### src/rtl/mips32_shift_seq_if.sv
`timescale 1ns/1ps
`default_nettype none
// ============================================================================
// Module   : mips32_shift_seq_if
// Purpose  : Request/response bundle of the multi-cycle shift sequencer.
//            master drives the request side, slave is the sequencer.
// Revision : 1.0 - initial release
// ============================================================================
interface mips32_shift_seq_if #(
   parameter int WIDTH   = 32,
   parameter int SHAMT_W = 5,
   parameter int RTAG_W  = 5
);
   logic               start;
   logic [1:0]         op;
   logic [WIDTH-1:0]   operand;
   logic [SHAMT_W-1:0] shamt;
   logic [RTAG_W-1:0]  dest;
   logic               flush;
   logic               busy;
   logic               stall;
   logic               done;
   logic [WIDTH-1:0]   result;
   logic [RTAG_W-1:0]  result_dest;

   modport master (
      output start, op, operand, shamt, dest, flush,
      input  busy, stall, done, result, result_dest
   );

   modport slave (
      input  start, op, operand, shamt, dest, flush,
      output busy, stall, done, result, result_dest
   );
endinterface

`default_nettype wire

### src/rtl/mips32_shift_seq.sv
`timescale 1ns/1ps
`default_nettype none
// ============================================================================
// Module   : mips32_shift_seq
// Purpose  : Multi-cycle SLL/SRL/SRA sequencer, one bit per cycle, with
//            start/busy/done handshake, pipeline stall request and flush.
// Revision : 1.0 - initial release
// ============================================================================
module mips32_shift_seq #(
   parameter int WIDTH   = 32,
   parameter int SHAMT_W = 5,
   parameter int RTAG_W  = 5
) (
   input  wire logic          clk,
   input  wire logic          reset,
   mips32_shift_seq_if.slave  bus
);
   typedef enum logic [1:0] {
      S_IDLE = 2'd0,
      S_RUN  = 2'd1,
      S_DONE = 2'd2
   } state_t;

   localparam logic [1:0] C_OP_SLL  = 2'b00;
   localparam logic [1:0] C_OP_SRL  = 2'b01;
   localparam logic [1:0] C_OP_SRA  = 2'b10;
   localparam logic [1:0] C_OP_PASS = 2'b11;

   state_t             r_state;
   state_t             w_next;
   logic [WIDTH-1:0]   r_work;
   logic [WIDTH-1:0]   w_shifted;
   logic [WIDTH-1:0]   r_result;
   logic [RTAG_W-1:0]  r_tag;
   logic [RTAG_W-1:0]  r_result_dest;
   logic [SHAMT_W-1:0] r_cnt;
   logic [1:0]         r_op;
   logic               w_accept;
   logic               w_deliver;

   // A request is taken only from IDLE and only when not being cancelled.
   assign w_accept  = (r_state == S_IDLE) & bus.start & ~bus.flush;
   // A flush during the DONE cycle suppresses delivery entirely.
   assign w_deliver = (r_state == S_DONE) & ~bus.flush;

   // One-bit shift of the working register for the captured operation.
   always_comb begin
      w_shifted = r_work;
      case (r_op)
         C_OP_SLL: w_shifted = {r_work[WIDTH-2:0], 1'b0};
         C_OP_SRL: w_shifted = {1'b0, r_work[WIDTH-1:1]};
         C_OP_SRA: w_shifted = {r_work[WIDTH-1], r_work[WIDTH-1:1]};
         default:  w_shifted = r_work;
      endcase
   end

   // Next-state logic; flush always wins and returns to IDLE.
   always_comb begin
      w_next = r_state;
      case (r_state)
         S_IDLE: begin
            if (w_accept)
               w_next = (bus.shamt == '0 || bus.op == C_OP_PASS) ? S_DONE : S_RUN;
         end
         S_RUN: begin
            if (bus.flush)
               w_next = S_IDLE;
            else if (r_cnt == SHAMT_W'(1))
               w_next = S_DONE;
         end
         S_DONE:  w_next = S_IDLE;
         default: w_next = S_IDLE;
      endcase
   end

   // State register.
   always_ff @(posedge clk or posedge reset) begin
      if (reset)
         r_state <= S_IDLE;
      else
         r_state <= w_next;
   end

   // Operand capture, per-cycle shift/count, and commit of the held result.
   always_ff @(posedge clk or posedge reset) begin
      if (reset) begin
         r_work        <= '0;
         r_tag         <= '0;
         r_op          <= '0;
         r_cnt         <= '0;
         r_result      <= '0;
         r_result_dest <= '0;
      end else begin
         if (w_accept) begin
            r_work <= bus.operand;
            r_tag  <= bus.dest;
            r_op   <= bus.op;
            r_cnt  <= bus.shamt;
         end else if (r_state == S_RUN && !bus.flush) begin
            r_work <= w_shifted;
            r_cnt  <= r_cnt - SHAMT_W'(1);
         end
         if (w_deliver) begin
            r_result      <= r_work;
            r_result_dest <= r_tag;
         end
      end
   end

   // During an unflushed DONE cycle the fresh value is presented straight
   // from the working register; the held copy is committed on leaving DONE.
   // This keeps result stable from the DONE cycle onward while letting a
   // flush in DONE leave the previously delivered result untouched.
   assign bus.result      = w_deliver ? r_work : r_result;
   assign bus.result_dest = w_deliver ? r_tag  : r_result_dest;
   assign bus.done        = w_deliver;
   assign bus.busy        = (r_state != S_IDLE);
   assign bus.stall       = (r_state != S_IDLE) | (bus.start & ~bus.flush);
endmodule

`default_nettype wire

### src/flat_wrapper.sv
// flat-port wrapper written by rule: the top's interface ports become plain ports
module mips32_shift_seq_flat 
#(
   parameter int WIDTH   = 32,
   parameter int SHAMT_W = 5,
   parameter int RTAG_W  = 5
)
  (clk, reset, bus_start, bus_op, bus_operand, bus_shamt, bus_dest, bus_flush, bus_busy, bus_stall, bus_done, bus_result, bus_result_dest);
  mips32_shift_seq_if #(.WIDTH(WIDTH), .SHAMT_W(SHAMT_W), .RTAG_W(RTAG_W)) bus_i ();
  input  wire logic clk;
  input  wire logic reset;
  input wire logic [$bits(bus_i.start)-1:0] bus_start;
  input wire logic [$bits(bus_i.op)-1:0] bus_op;
  input wire logic [$bits(bus_i.operand)-1:0] bus_operand;
  input wire logic [$bits(bus_i.shamt)-1:0] bus_shamt;
  input wire logic [$bits(bus_i.dest)-1:0] bus_dest;
  input wire logic [$bits(bus_i.flush)-1:0] bus_flush;
  output wire logic [$bits(bus_i.busy)-1:0] bus_busy;
  output wire logic [$bits(bus_i.stall)-1:0] bus_stall;
  output wire logic [$bits(bus_i.done)-1:0] bus_done;
  output wire logic [$bits(bus_i.result)-1:0] bus_result;
  output wire logic [$bits(bus_i.result_dest)-1:0] bus_result_dest;
  assign bus_i.start = bus_start;
  assign bus_i.op = bus_op;
  assign bus_i.operand = bus_operand;
  assign bus_i.shamt = bus_shamt;
  assign bus_i.dest = bus_dest;
  assign bus_i.flush = bus_flush;
  assign bus_busy = bus_i.busy;
  assign bus_stall = bus_i.stall;
  assign bus_done = bus_i.done;
  assign bus_result = bus_i.result;
  assign bus_result_dest = bus_i.result_dest;
  mips32_shift_seq #(.WIDTH(WIDTH), .SHAMT_W(SHAMT_W), .RTAG_W(RTAG_W)) u_core (.clk(clk), .reset(reset), .bus(bus_i));
endmodule
### config.mk
export PLATFORM = sky130hd
export DESIGN_NAME = mips32_shift_seq_flat
export DESIGN_NICKNAME = d
export VERILOG_FILES = /design/src/rtl/mips32_shift_seq_if.sv /design/src/rtl/mips32_shift_seq.sv /design/src/flat_wrapper.sv
export SDC_FILE = /design/constraint.sdc
export NUM_CORES = 1
export LEC_CHECK = 0
export CAP_MARGIN = 20
export CORE_ASPECT_RATIO = 0.8
export CORE_UTILIZATION = 35
export CTS_CLUSTER_DIAMETER = 120
export DETAILED_ROUTE_END_ITERATION = 6
export MAX_ROUTING_LAYER = met4
export PLACE_DENSITY = 0.55
export SKIP_CTS_REPAIR_TIMING = 1
export SYNTH_ARGS = -nofsm -noshare
export SYNTH_HDL_FRONTEND = slang
export SYNTH_SLANG_ARGS = --single-unit
### constraint.sdc
create_clock -name clk -period 3.2 [get_ports clk]
set_input_delay 0.8 -clock clk [delete_from_list [all_inputs] [get_ports clk]]
set_output_delay 0.8 -clock clk [all_outputs]
set_load 0.005 [all_outputs]
==> impl_metrics.py, run 1 <==
metrics = {
    "status": {
        "status": "finished, final reports clean",
    },
    "setup_path": {
        "slowest_delay_ns": 0.46,
        "path_cells": "dlymetal6s2s_1, nor3b_4, buf_4, buf_12, mux2_1, clkdlybuf4s50_1",
        "reg2reg_depth": 6,
        "cp.buffers_inverters": 4,
        "crit_path_max_fanout": 19,
        "slowest_stage": "clkdlybuf4s50_1",
        "arrival_ns": 2.33,
        "critPathTopFamily": "buffers and inverters",
        "criticalPathCategory": "input pin to output pin",
        "regToRegSetupSlack_ns": 1.08,
        "start_kind": "input pin",
        "crit_start": "bus_flush",
        "reg2reg_from": "u_core.r_op[0]",
        "cp.required_ns": 2.40,
        "end_kind": "output pin",
        "rr_endpoint": "u_core.r_work[11]",
    },
    "grt": {
        "grt_max_degree": 63,
        "grtUsageTotal_pct": 18.22,
        "grt_pass1_vias": 2966,
        "grt_overflow": 0,
        "antenna_found_initial": 0,
        "grt_pass1_wl_um": 15760,
    },
    "floorplanning": {
        "rows": 34,
        "io_pins": 88,
        "die_h_um": 96.25,
        "core_mm2": 0.01085,
        "die_width_um": 119.8,
        "start_util_pct": 35.82,
        "die_area_mm2": 0.01153,
    },
    "sta": {
        "fmax_mhz": 319.2,
        "finalCriticalPeriod_ns": 3.133,
        "fin_crit_sh_pct": 97.90,
        "fin_setup_tns_ns": 0,
        "relSlewSlack_pct": 32.72,
        "drv_slew": 0,
        "hold_violations": 0,
        "finClkSkew_ns": 0.002175,
        "layout_setup_ws_ns": 0.06730,
        "rsz0062_at_grt": "false",
        "finalSetupViolations": 0,
        "whs_ns": 0.4777,
        "worst_pin_slew_ns": 1.008,
    },
    "yosys": {
        "synthFlopType": "dfrtp_1",
        "synth-edff-count": 0,
        "yosysSeqAreaShare_pct": 53.44,
        "yosys_warnings": 0,
        "synth_cell_types": 35,
        "yosys-top-cells-area": "dfrtp_1 53%, a221o_1 8.2%, o21ai_1 6.3%",
        "yosysTopAreaCell": "dfrtp_1",
        "yosysTopAreaCellShare_pct": 53.44,
        "syn_nets": 399,
        "synthArstFlopShare_pct": 100.0,
        "synthCells": 346,
        "syn_area_mm2": 0.003886,
        "ys_ff_latch": 83,
        "avgSynthCellArea_um2": 11.23,
    },
    "detailed_routing": {
        "first_pass_iters": 4,
        "wire_per_inst_um": 16.48,
        "vias": 2999,
        "drt_iter0_drc": 227,
        "drc": 0,
        "ant_nets": 0,
        "wl_um": 9492,
        "via_per_inst": 5.207,
    },
    "power_and_ir_drop": {
        "vdd_drop_max_mv": 0.3806,
        "p_leak_nw": 2.276,
        "powerDensity_mw_per_mm2": 859.0,
    },
    "cts": {
        "cts_tree": "built",
        "cts-htree-levels": 3,
        "clkLatencyLatePin_ns": 0.33,
        "cts_root_buf": "clkbuf_16",
        "cts_buffer_depth": 2,
        "cts.clk_slew.worst_paths_ns": 0.06,
        "numCtsBuffers": 9,
        "clock_sinks": 83,
    },
    "layout": {
        "area_growth_pct": 34.58,
        "antennaDiodeCount": 0,
        "design_area_mm2": 0.005230,
        "final_layout_size_suffix_gt1_share_pct": 15.74,
        "fin_util_pct": 48.21,
        "fin_nets": 482,
    },
    "place": {
        "dpl-instance-area_mm2": 0.004898,
        "dp_slack_ns": -0.2201,
        "numPortBuffers": 87,
        "dp_hpwl_um": 6143,
        "gp_congestion": 0.7481,
    },
    "min_path": {
        "hold_path.class": "register to register",
        "hold-path-endpoint": "u_core.r_tag[4]",
        "hold_start": "u_core.r_tag[4]",
        "hold_path_depth": 2,
    },
    "flow_run": {
        "drv_cap": 0,
    },
}
## worst register-to-register path, cell delays in order, from the launching register on
cell      delay [ns]
dfrtp_1         0.36
inv_1           0.08
ha_1            0.31
nor2_1          0.06
a2111o_2        0.85
nand2_1         0.23
o21ai_1         0.08
## layer usage
metal	vias to the layer above	track usage, %	share of wire, %
li1	1430	-	-
met1	1488	25.32	50
met2	75	26.45	45
met3	6	5.273	4.8
met4	0	3.438	0.64
met5	-	-	0
## cells by family after synthesis
logic type / count (synthesis) / synth area share (%)
AOI/OAI and AO/OA: 114 / 21.31
adders and majority gates: 5 / 1.610
buffers and inverters: 35 / 4.572
DFF: 83 / 53.44
muxes: 37 / 10.72
and+or+nand+nor: 72 / 8.338
## how the worst max path moves through the flow
stage,end,slack [ns],cells after the start
global placement,bus_result[30],-0.21,5
detailed placement,bus_result[30],-0.22,5
finish,bus_result[29],0.07,6
floorplan,u_core.r_cnt[0],0.26,1
CTS,bus_result[30],-0.22,5
global route,bus_result[29],0.02,6
## cell usage after synthesis, types with 2 or more instances
cell type,count
a21o_1,2
a221o_1,32
a31oi_1,3
buf_2,7
buf_4,4
buf_6,3
clkbuf_1,13
dfrtp_1,83
ha_1,5
inv_1,8
mux2_1,19
mux2_2,18
nand2_1,54
nor2_1,6
nor3_1,2
nor3b_1,2
o21ai_0,3
o21ai_1,49
o21ai_2,15
o311ai_1,2
or3_1,2
## per-stage QoR
| step | instances | total power, W |
|---|---|---|
| 5_1_grt | 576 | 0.004839 |
| 4_1_cts | 573 | 0.004539 |
| 3_3_place_gp | 559 | 0.003465 |
| 3_5_place_dp | 559 | 0.003509 |
| 2_1_floorplan | 346 | 0.002721 |
| 6_report | 576 | 0.004493 |
## power by group
part	total, W	switching [W]	internal, W
Clock	0.00100	0.000386	0.000614
Combinational	0.00166	0.000694	0.000967
Sequential	0.00183	0.000323	0.00151
## cell type report
type | instances | area [um^2]
Fill cell | 1004 | 5618
Tap cell | 144 | 180.2
Clock buffer | 11 | 242.7
Timing Repair Buffer | 99 | 1006
Multi-Input combinational cell | 228 | 1653
Sequential cell | 83 | 2077
Inverter | 8 | 31.28
Clock inverter | 3 | 40.04
## layout by cell type (no fill, tap or decap), types with 5 or more instances in the layout
cell type / n
o21ai_1: 49
dfrtp_1: 83
mux2_2: 20
o21ai_2: 15
clkbuf_16: 10
nor2_1: 6
a221o_1: 32
clkdlybuf4s50_1: 86
ha_1: 5
nand2_1: 54
inv_1: 7
mux2_1: 17
buf_4: 9
## registers in the layout, indices dropped and copies added (netlist names)
signal	flops
u_core.r_work	32
u_core.r_tag	5
u_core.r_result	32
u_core.r_op	2
u_core.r_cnt	5
u_core.r_state	2
u_core.r_result_dest	5
(Power assumes the default switching activity.)
==> run 2, diff against run 1 <==
--- a/config.mk
+++ b/config.mk
@@ -7,11 +7,12 @@
 export LEC_CHECK = 0
 export CAP_MARGIN = 20
 export CORE_ASPECT_RATIO = 0.8
+export CORE_MARGIN = 10
 export CORE_UTILIZATION = 35
 export CTS_CLUSTER_DIAMETER = 120
 export DETAILED_ROUTE_END_ITERATION = 6
 export MAX_ROUTING_LAYER = met4
-export PLACE_DENSITY = 0.55
+export PLACE_DENSITY_LB_ADDON = 0.08
 export SKIP_CTS_REPAIR_TIMING = 1
 export SYNTH_ARGS = -nofsm -noshare
 export SYNTH_HDL_FRONTEND = slang
==> impl_metrics.py, run 2 (same netlist as run 1, synthesis figures left out) <==
metrics = {
    "power_and_ir_drop": {
        "powerDensity_mw_per_mm2": 850.2,
        "p_switching_w": 0.001414,
        "p_int_w": 0.003115,
        "comb_power_share_pct": 37.1,
        "total_power_w": 0.004528,
        "p_sw_share_pct": 31.22,
        "vdd_drop_max_mv": 0.3412,
        "pwr-share-seq_pct": 40.3,
        "p_leak_nw": 2.429,
        "clockPowerShare_pct": 22.6,
    },
    "grt": {
        "grt_overflow": 0,
        "antenna_found_initial": 0,
        "grt_pass1_wl_um": 16190,
        "grt_max_degree": 59,
        "grt_pass1_vias": 3043,
        "grtUsageTotal_pct": 13.25,
    },
    "flow_run": {
        "drv_cap": 0,
    },
    "layout": {
        "multi_input_area_mm2": 0.001653,
        "final_layout_size_suffix_gt1_share_pct": 17.23,
        "antennaDiodeCount": 0,
        "instances_no_fill": 585,
        "top_regs": "u_core.r_result x32, u_core.r_work x32",
        "layout_commonest_cell": "dfrtp_1",
        "seq_area_mm2": 0.002077,
        "fin_nets": 490,
        "area_growth_pct": 37.06,
        "nFillCells": 990,
        "mostFrequentLayoutCells": "83 x dfrtp_1, 79 x clkdlybuf4s50_1, 54 x nand2_1, 49 x o21ai_1, 32 x a221o_1",
    },
    "sta": {
        "whs_ns": 0.4772,
        "rsz0062_at_grt": "false",
        "finClkSkew_ns": 0.004155,
        "relSlewSlack_pct": 32.50,
        "finalCriticalPeriod_ns": 3.122,
        "fmax_mhz": 320.3,
        "hold_violations": 0,
        "fin_crit_sh_pct": 97.57,
        "finalSetupViolations": 0,
        "drv_slew": 0,
        "worst_pin_slew_ns": 1.011,
    },
    "detailed_routing": {
        "drt_iter0_drc": 217,
        "vias": 2993,
        "via_per_inst": 5.116,
        "first_pass_iters": 4,
        "ant_nets": 0,
        "wire_per_inst_um": 17.55,
        "drc": 0,
        "wl_um": 10270,
    },
    "setup_path": {
        "slowest_delay_ns": 0.45,
        "crit_path_max_fanout": 8,
        "start_kind": "input pin",
        "end_kind": "output pin",
        "slowest_stage": "clkdlybuf4s50_1",
        "cp.required_ns": 2.40,
        "arrival_ns": 2.32,
        "criticalPathCategory": "input pin to output pin",
        "path_cells": "dlymetal6s2s_1, nor3b_4, buf_4, buf_6, mux2_2, clkdlybuf4s50_1",
    },
    "cts": {
        "cts_buffer_depth": 2,
        "clock_sinks": 83,
        "cts_root_buf": "clkbuf_16",
        "clkLatencyLatePin_ns": 0.33,
        "cts.clk_slew.worst_paths_ns": 0.06,
        "cts-htree-levels": 3,
        "numCtsBuffers": 9,
        "cts_tree": "built",
    },
    "floorplanning": {
        "core_mm2": 0.01085,
        "io_pins": 88,
        "die_width_um": 137.8,
        "die_area_mm2": 0.01574,
        "start_util_pct": 35.82,
        "die_h_um": 114.3,
        "rows": 34,
    },
    "min_path": {
        "hold_path.class": "register to register",
    },
    "status": {
        "status": "finished, final reports clean",
    },
    "place": {
        "dp_hpwl_um": 6927,
        "dp.cells": 564,
        "numPortBuffers": 87,
        "gp_congestion": 0.7421,
    },
}
-- run 2: changes by cell type in the layout (fill, tap and decap cells not counted), sizes merged --
cell and change:
buf +8, clkinv -1, dlymetal6s2s +7, clkdlybuf4s50 -7, clkbuf +2
-- run 2: worst max-delay path, delay by kind of cell --
family | cells | cell delay (ns)
buffers and inverters | 4 | 0.91
muxes | 1 | 0.35
and+or+nand+nor | 1 | 0.24
-- run 2: area by class of cell --
type | count | share of cell area, %
Tap cell | 144 | 3.383
Inverter | 8 | 0.5873
Clock inverter | 2 | 0.6577
Sequential cell | 83 | 38.99
Timing Repair Buffer | 107 | 20.46
Clock buffer | 13 | 4.886
Multi-Input combinational cell | 228 | 31.03
-- run 2: layer usage --
layer,routed length (um),track usage [%],vias to the layer above
met5,0,-,-
met2,4383,18.49,74
met3,493,3.772,8
met4,114,3.956,0
li1,-,-,1448
met1,5274,18.20,1463
-- run 2: power groups by stage --
stage / Combinational (W) / Clock (W) / Sequential (W)
3_5_place_dp: 0.00171 / 0 / 0.00184
6_report: 0.00168 / 0.00102 / 0.00182
3_3_place_gp: 0.00167 / 0 / 0.00183
2_1_floorplan: 0.000999 / 0 / 0.00172
4_1_cts: 0.00172 / 0.00106 / 0.00182
5_1_grt: 0.00187 / 0.00110 / 0.00189
-- run 2: worst paths after layout --
check / start / to / slack [ns] / depth (start not counted)
min: u_core.r_result[26] / u_core.r_result[26] / 0.48 / 1
min in group asynchronous: reset / u_core.r_result[16] / 0.84 / 2
max reg2reg: u_core.r_op[0] / u_core.r_work[7] / 1.13 / 6
max in group asynchronous: reset / u_core.r_work[24] / 1.73 / 3
max: bus_flush / bus_result[5] / 0.08 / 6
min reg2reg: u_core.r_result[26] / u_core.r_result[26] / 0.48 / 1
-- run 2: through the flow --
stage | setup TNS [ns] | util [%] | instance area (um^2) | worst slack [ns]
after floorplan | 0 | - | 3886 | 0.2632
after global placement | -5.831 | 45.62 | 4949 | -0.1687
after detailed placement | -6.401 | 45.62 | 4949 | -0.1878
after CTS | -6.477 | 48.34 | 5244 | -0.1878
after global routing | 0 | 49.10 | 5326 | 0.01890
final | 0 | 49.10 | 5326 | 0.07768
==> run 3, diff against run 2 <==
--- a/config.mk
+++ b/config.mk
@@ -11,6 +11,7 @@
 export CORE_UTILIZATION = 35
 export CTS_CLUSTER_DIAMETER = 120
 export DETAILED_ROUTE_END_ITERATION = 6
+export GPL_TIMING_DRIVEN = 0
 export MAX_ROUTING_LAYER = met4
 export PLACE_DENSITY_LB_ADDON = 0.08
 export SKIP_CTS_REPAIR_TIMING = 1
==> impl_metrics.py, run 3 (same netlist as run 1, synthesis figures left out) <==
metrics = {
    "detailed_routing": {
        "drc": 0,
        "via_per_inst": 5.205,
        "drt_iter0_drc": 250,
        "wl_met1_um": 4995,
        "wl_um": 10200,
        "ant_nets": 0,
        "vias": 3097,
        "wl_met3_um": 623,
        "dr_wl_met2_um": 4471,
        "wire_per_inst_um": 17.14,
        "topRoutingLayerUsed": "met4",
        "first_pass_iters": 7,
    },
    "status": {
        "status": "finished, final reports clean",
    },
    "sta": {
        "hold_violations": 0,
        "worst_pin_slew_ns": 0.5403,
        "finalCriticalPeriod_ns": 3.120,
        "drv_slew": 0,
        "whs_ns": 0.4700,
        "relSlewSlack_pct": 63.71,
        "fin_crit_sh_pct": 97.49,
        "finalSetupViolations": 0,
        "fmax_mhz": 320.6,
        "rsz0062_at_grt": "true",
        "finClkSkew_ns": 0.006018,
    },
    "grt": {
        "grt_pass1_vias": 3174,
        "grtUsageTotal_pct": 13.64,
        "grt_pass1_wl_um": 16710,
        "grt_max_degree": 49,
        "grt_overflow": 0,
        "antenna_found_initial": 0,
    },
    "floorplanning": {
        "start_util_pct": 35.82,
        "core_mm2": 0.01085,
        "rows": 34,
        "die_area_mm2": 0.01574,
        "io_pins": 88,
        "die_width_um": 137.8,
        "die_h_um": 114.3,
    },
    "layout": {
        "final_layout_size_suffix_gt1_share_pct": 16.19,
        "mostFrequentLayoutCells": "83 x dfrtp_1, 80 x clkdlybuf4s50_1, 54 x nand2_1, 49 x o21ai_1, 32 x a221o_1",
        "antennaDiodeCount": 0,
        "multi_input_area_mm2": 0.001643,
        "top_regs": "u_core.r_result x32, u_core.r_work x32",
        "area_growth_pct": 37.09,
        "nFillCells": 1026,
        "fin_nets": 499,
        "instances_no_fill": 595,
        "layout_commonest_cell": "dfrtp_1",
        "seq_area_mm2": 0.002077,
    },
    "min_path": {
        "hold_path_depth": 2,
        "hold_start": "u_core.r_tag[3]",
        "hold_path.class": "register to register",
        "hold-path-endpoint": "u_core.r_tag[3]",
    },
    "power_and_ir_drop": {
        "powerDensity_mw_per_mm2": 858.8,
        "p_leak_nw": 2.396,
        "vdd_drop_max_mv": 0.3073,
    },
    "setup_path": {
        "slowest_stage": "clkdlybuf4s50_1",
        "cp.required_ns": 2.40,
        "reg2reg_depth": 8,
        "critPathTopFamily": "buffers and inverters",
        "cp.buffers_inverters": 3,
        "rr_endpoint": "u_core.r_work[9]",
        "start_kind": "input pin",
        "slowest_delay_ns": 0.46,
        "reg2reg_from": "u_core.r_op[0]",
        "regToRegSetupSlack_ns": 1.23,
        "arrival_ns": 2.32,
        "worst-path-stages": 5,
        "criticalPathCategory": "input pin to output pin",
        "path_cells": "buf_2, nor3b_4, clkbuf_4, mux2_2, clkdlybuf4s50_1",
        "crit_path_max_fanout": 10,
        "end_kind": "output pin",
    },
    "cts": {
        "cts.clk_slew.worst_paths_ns": 0.06,
        "cts-htree-levels": 3,
        "clock_sinks": 83,
        "numCtsBuffers": 9,
        "cts_tree": "built",
        "cts_root_buf": "clkbuf_16",
        "cts_buffer_depth": 2,
        "clkLatencyLatePin_ns": 0.33,
    },
    "place": {
        "dp_hpwl_um": 7343,
        "dp.cells": 578,
        "gp_congestion": 0.7785,
        "numPortBuffers": 87,
    },
    "flow_run": {
        "drv_cap": 0,
    },
}
==> run 3: cell count changes in the layout (fill, tap and decap cells not counted), sizes merged <==
cell / delta
clkbuf: +15
buf: -3
clkinv: -2
dlymetal6s2s: -2
clkdlybuf4s50: +1
inv: +1
==> run 3: final cells by class <==
type                       instances  area share [%]
clock buffer                      15           5.214
tap                              144           3.382
buffer                            27           3.147
sequential                        83           38.99
clock inverter                     1          0.5636
timing repair buffer              89           17.26
multi-input combinational        228           30.84
inverter                           8          0.6106
==> run 3: how the worst max path moves through the flow <==
stage | from | to
2_1_floorplan | reset | u_core.r_cnt[0]
3_3_place_gp | reset | u_core.r_result_dest[4]
3_5_place_dp | bus_flush | bus_result[30]
4_1_cts | bus_flush | bus_result[30]
5_1_grt | bus_flush | bus_result[22]
6_report | bus_flush | bus_result[9]
==> run 3: stage by stage <==
| stage | power (W) | instance area (um^2) | worst slack, ns | TNS, ns | util (%) |
|---|---|---|---|---|---|
| 2_1_floorplan | 0.002721 | 3886 | 0.2632 | 0 | - |
| 3_3_place_gp | 0.003527 | 4937 | -1.231 | -124.77 | 45.51 |
| 3_5_place_dp | 0.003567 | 4967 | -0.7515 | -23.34 | 45.79 |
| 4_1_cts | 0.004643 | 5275 | -0.7672 | -23.69 | 48.63 |
| 5_1_grt | 0.004916 | 5328 | -0.004977 | -0.005970 | 49.11 |
| 6_report | 0.004575 | 5328 | 0.08042 | 0 | 49.11 |
==> run 3: routing by layer <==
layer / global-route usage (%) / up-vias
met5: - / -
met3: 3.421 / 11
li1: - / 1467
met4: 3.539 / 0
met1: 19.39 / 1529
met2: 18.84 / 90
==> run 3: worst reg2reg max path, stage by stage, from the launching register on <==
cell	delay, ns
dfrtp_1	0.35
inv_1	0.08
ha_1	0.32
nor2_1	0.05
a2111o_1	0.39
buf_2	0.17
clkbuf_1	0.27
nand2_1	0.14
o21ai_1	0.07
==> run 3: power by group <==
group | internal, W | leakage, nW | switching [W]
sequential | 0.00151 | 1.07 | 0.000310
combinational | 0.000973 | 1.17 | 0.000723
clock | 0.000670 | 0.150 | 0.000391
